$ cat config.mk
export PLATFORM = sky130hd
export DESIGN_NAME = sdram_refresh_timer
export DESIGN_NICKNAME = d
export VERILOG_FILES = /design/src/rtl/sdram_pkg.sv /design/src/rtl/down_counter.sv /design/src/rtl/sdram_refresh_timer.sv
export SDC_FILE = /design/constraint.sdc
export NUM_CORES = 1
export LEC_CHECK = 0
export CELL_PAD_IN_SITES_DETAIL_PLACEMENT = 2
export CELL_PAD_IN_SITES_GLOBAL_PLACEMENT = 2
export CORE_ASPECT_RATIO = 0.9
export CORE_MARGIN = 10
export CORE_UTILIZATION = 33
export DETAILED_ROUTE_END_ITERATION = 6
export PLACE_DENSITY_LB_ADDON = 0.1
export SYNTH_ARGS = -nofsm -noshare
export SYNTH_HDL_FRONTEND = slang
export SYNTH_SLANG_ARGS = --single-unit
export TNS_END_PERCENT = 10
$ cat constraint.sdc
create_clock -name clk -period 2.5 [get_ports clk]
set_clock_uncertainty 0.1 [all_clocks]
set_input_delay 0.25 -clock clk [delete_from_list [all_inputs] [get_ports clk]]
set_output_delay 0.25 -clock clk [all_outputs]
set_load 0.02 [all_outputs]
$ cat src/rtl/sdram_pkg.sv
// Shared constants and types for the SDRAM refresh timer slice.
package sdram_pkg;

    localparam int DEFAULT_INTERVAL_CYCLES = 780;
    localparam int PENDING_W               = 4;

    typedef enum logic {
        IDLE = 1'b0,
        RUN  = 1'b1
    } refresh_state_e;

endpackage

$ cat src/rtl/down_counter.sv
// Reloadable down-counter: counts RELOAD..0, then reloads instead of wrapping.
module down_counter #(
    parameter int               WIDTH  = 10,
    parameter logic [WIDTH-1:0] RELOAD = '1
) (
    input  logic             clk,
    input  logic             reset,
    input  logic             load,
    input  logic             en,
    output logic [WIDTH-1:0] count,
    output logic             zero
);

    logic [WIDTH-1:0] count_q;
    logic [WIDTH-1:0] count_d;

    always_comb begin
        // NOTE: default first so every path assigns count_d; otherwise a latch is inferred.
        count_d = count_q;
        if (load) begin
            count_d = RELOAD;
        end else if (en) begin
            count_d = (count_q == '0) ? RELOAD : count_q - WIDTH'(1);
        end
    end

    // NOTE: non-blocking assignment for flops so all registers update from pre-edge values.
    always_ff @(posedge clk) begin
        if (reset) begin
            count_q <= RELOAD;
        end else begin
            count_q <= count_d;
        end
    end

    assign count = count_q;
    assign zero  = (count_q == '0);

endmodule

$ cat src/rtl/sdram_refresh_timer.sv
// Generates periodic refresh ticks and tracks outstanding refresh requests
// against controller acknowledgements, flagging ticks lost at saturation.
module sdram_refresh_timer
    import sdram_pkg::*;
#(
    parameter int interval_cycles  = DEFAULT_INTERVAL_CYCLES,
    parameter int max_pending      = 8,
    parameter int urgent_threshold = 4
) (
    input  logic                 clk,
    input  logic                 reset,
    input  logic                 enable,
    input  logic                 refresh_ack,
    output logic                 refresh_req,
    output logic                 refresh_urgent,
    output logic [PENDING_W-1:0] pending,
    output logic                 overflow
);

    localparam int                   CNT_W     = $clog2(interval_cycles);
    localparam logic [CNT_W-1:0]     RELOAD    = CNT_W'(interval_cycles - 1);
    localparam logic [PENDING_W-1:0] MAX_PEND  = PENDING_W'(max_pending);
    localparam logic [PENDING_W-1:0] URGENT_TH = PENDING_W'(urgent_threshold);

    refresh_state_e       state_q, state_d;
    logic [PENDING_W-1:0] pending_q, pending_d;
    logic                 overflow_q, overflow_d;
    logic                 refresh_req_q, refresh_req_d;
    logic                 refresh_urgent_q, refresh_urgent_d;

    logic [CNT_W-1:0]     cnt_count;
    logic                 cnt_zero;
    logic                 cnt_load;
    logic                 cnt_en;
    logic                 tick;

    // Held at the reload value whenever refresh is suspended, so every entry
    // into RUN starts a full interval.
    assign cnt_load = (state_q == IDLE) || !enable;
    assign cnt_en   = (state_q == RUN);
    assign tick     = (state_q == RUN) && cnt_zero;

    down_counter #(
        .WIDTH  (CNT_W),
        .RELOAD (RELOAD)
    ) u_interval_cnt (
        .clk   (clk),
        .reset (reset),
        .load  (cnt_load),
        .en    (cnt_en),
        .count (cnt_count),
        .zero  (cnt_zero)
    );

    always_comb begin
        state_d    = enable ? RUN : IDLE;
        pending_d  = pending_q;
        overflow_d = overflow_q;

        if ((state_q == IDLE) || !enable) begin
            pending_d = '0;
        end else if (tick && !refresh_ack) begin
            if (pending_q == MAX_PEND) begin
                overflow_d = 1'b1;
            end else begin
                pending_d = pending_q + PENDING_W'(1);
            end
        end else if (refresh_ack && !tick && (pending_q != '0)) begin
            pending_d = pending_q - PENDING_W'(1);
        end

        refresh_req_d    = (pending_d != '0);
        refresh_urgent_d = (pending_d >= URGENT_TH);
    end

    always_ff @(posedge clk) begin
        if (reset) begin
            state_q          <= IDLE;
            pending_q        <= '0;
            overflow_q       <= 1'b0;
            refresh_req_q    <= 1'b0;
            refresh_urgent_q <= 1'b0;
        end else begin
            state_q          <= state_d;
            pending_q        <= pending_d;
            overflow_q       <= overflow_d;
            refresh_req_q    <= refresh_req_d;
            refresh_urgent_q <= refresh_urgent_d;
        end
    end

    assign refresh_req    = refresh_req_q;
    assign refresh_urgent = refresh_urgent_q;
    assign pending        = pending_q;
    assign overflow       = overflow_q;

    // The interval counter reloads at zero, so it can never exceed its reload value.
    a_cnt_in_range: assert property (@(posedge clk) disable iff (reset) cnt_count <= RELOAD);

endmodule

==> impl_metrics.env <==
export IMPL_status="finished, final reports clean"
export IMPL_power_total_uw=484
export IMPL_antenna_found_initial=0
export IMPL_fin_crit_sh_pct=85.5
export IMPL_post_route_util_pct=42.5
export IMPL_dp_hpwl_um=2040
export IMPL_clk_pin_slew_ns=0.10
export IMPL_areaGrowthSynthToFinish_pct=23.2
export IMPL_drt_iter0_drc=55
export IMPL_drc=0
export IMPL_layout_drive_gt1_share_pct=12.9
export IMPL_cts_buffer_depth=2
export IMPL_netlist_instances=105
export IMPL_yosys_area_top_type="dfxtp_1"
export IMPL_startpoint="u_interval_cnt.count[0]"
export IMPL_ir_drop_mv=0.227
export IMPL_avgSynthCellArea_um2=9.03
export IMPL_power_density_nw_per_um2=414
export IMPL_grt_pass1_wl_um=4440
export IMPL_grt_pass1_vias=899
export IMPL_setup_worst_path_start_class="flip-flop"
export IMPL_synth_flop_cell="dfxtp_1"
export IMPL_cts_tree="done"
export IMPL_min_period_ns=2.14
export IMPL_cts_max_level=1
export IMPL_io_buffers=10
export IMPL_core_area_um2=2750
export IMPL_clkLatencyLatePin_ns=0.29
export IMPL_finalSetupTns_ns=0
export IMPL_ys_seq_area_share_pct=38.0
export IMPL_postCtsSetupRepairBufs=0
export IMPL_synth_area_leaders="dfxtp_1 (38%), nor2_1 (6.3%), ha_1 (5.3%), nor4_4 (4.5%), xnor2_1 (3.7%)"
export IMPL_syn_area_um2=948
export IMPL_setup_viol=0
export IMPL_synth_edff_count=0
export IMPL_maxSlewHeadroom_pct=74.3
export IMPL_arrival_ns=2.19
export IMPL_crit_fanout=4
export IMPL_overflow=0
export IMPL_synth_top_area_share_pct=38.0
export IMPL_firstDrtPassIters=4
export IMPL_hp_start="u_interval_cnt.count[0]"
export IMPL_yosys_top_cells_count="dfxtp_1 (18), nor2_1 (16), nand2_1 (9)"
export IMPL_dieWidth_um=76.5
export IMPL_viasPerCell=5.08
export IMPL_wl_um=2550
export IMPL_end_kind="flip-flop"
export IMPL_place_congestion=0.807
export IMPL_vias=833
export IMPL_p_leak_nw=0.462
export IMPL_io_pins=11
export IMPL_num_rows=18
export IMPL_cts_hold_buf=0
export IMPL_die_h_um=70.9
export IMPL_final_hold_viol_count=0
export IMPL_die_area_um2=5420
export IMPL_grt_max_degree=11
export IMPL_async_flop_share_pct=0
export IMPL_tightest_slew_ns=0.385
export IMPL_start_util_pct=34.5
export IMPL_grt_usage_pct=10.0
export IMPL_wire_per_inst_um=15.5
export IMPL_yosysWarnings=0
export IMPL_synth_nets=113
export IMPL_hold_path_class="reg2reg"
export IMPL_r2r_start="u_interval_cnt.count[0]"
export IMPL_yosys_register_bits=18
export IMPL_synth_cell_types=36
export IMPL_drv_cap=0
export IMPL_finalMaxSlewViolations=0
export IMPL_antenna_left=0
export IMPL_final_nets=133
export IMPL_clock_sinks=18
export IMPL_required_ns=2.55
export IMPL_critical_path_class="reg2reg"
export IMPL_yosysMostFrequentCell="dfxtp_1"
export IMPL_diodes=0
export IMPL_max_freq_mhz=468
export IMPL_ctsResizeCount=0
export IMPL_rsz0062_at_grt="false"
export IMPL_clockRootBuffer="clkbuf_4"
export IMPL_n_fill_cell=319
export IMPL_cts_made_buffers=3
[path summary, 6_finish.rpt]
kind,to,slack (ns),cells after the start
min reg2reg,u_interval_cnt.count[0],0.33,1
max reg2reg,refresh_req,0.36,7
max,refresh_req,0.36,7
min,u_interval_cnt.count[0],0.33,1
[layer usage]
layer / vias up / wire length (µm) / track usage (%)
met5: - / 0 / 0
met4: 0 / 23 / 3.71
met3: 2 / 81 / 3.03
met2: 7 / 1050 / 14.2
met1: 411 / 1390 / 13.9
li1: 413 / - / -
[power breakdown]
part,internal (mW),switching (mW),total [mW]
Clock,0.0887,0.0892,0.178
Sequential,0.288,0.00136,0.289
Combinational,0.00849,0.00787,0.0164
[sequential cells by signal, indices dropped and copies added, names as in the netlist]
name / cells
pending: 4
u_interval_cnt.count: 10
overflow: 1
cnt_en: 1
refresh_urgent: 1
refresh_req: 1
[cells in the final DEF, fill, tap and decap left out, types with 4 or more instances in the layout]
cell / synthesis / routed
xnor2_1: 4 / 4
buf_4: 0 / 6
nor2_1: 16 / 16
inv_1: 7 / 7
nand2_1: 9 / 9
ha_1: 4 / 4
a21oi_1: 4 / 4
dfxtp_1: 18 / 18
clkdlybuf4s50_1: 0 / 10
[through the flow]
step,hold WS (ns),area (µm²),std cells,worst slack [ns]
3_3_place_gp,0.298,1130,160,0.344
4_1_cts,0.328,1170,164,0.344
3_5_place_dp,0.303,1130,160,0.253
6_report,0.327,1170,164,0.362
2_1_floorplan,0.222,948,105,0.463
5_1_grt,0.365,1170,164,0.216
[area by class of cell]
| class | instances | area (µm²) | share of cell area (%) |
|---|---|---|---|
| inverters | 7 | 26.3 | 2.25 |
| clock buffers | 4 | 36.3 | 3.10 |
| well taps | 40 | 50.0 | 4.28 |
| multi-input cells | 79 | 551 | 47.1 |
| flip-flops and latches | 18 | 360 | 30.8 |
| repair buffers | 16 | 145 | 12.4 |
[logic make-up (layout without fill, tap and decap cells)]
group / after synthesis / after routing / share of synthesized area, %
AND/OR/NAND/NOR: 49 / 49 / 30.7
multiplexers: 2 / 2 / 2.24
AO/OA/AOI/OAI: 17 / 17 / 13.3
adder cells (fa/ha/maj): 4 / 4 / 5.28
buffers and inverters: 8 / 27 / 3.96
flip-flops: 18 / 18 / 38.0
XOR/XNOR: 7 / 7 / 6.46
[worst max-delay path, stage by stage (launching register included)]
cell and delay [ns]:
dfxtp_1 0.35, inv_1 0.09, ha_1 0.17, nor2b_1 0.19, and3_1 0.23, mux2_1 0.33, a211oi_1 0.37, a41oi_1 0.18
No activity file was read; power rests on OpenSTA's default activity.
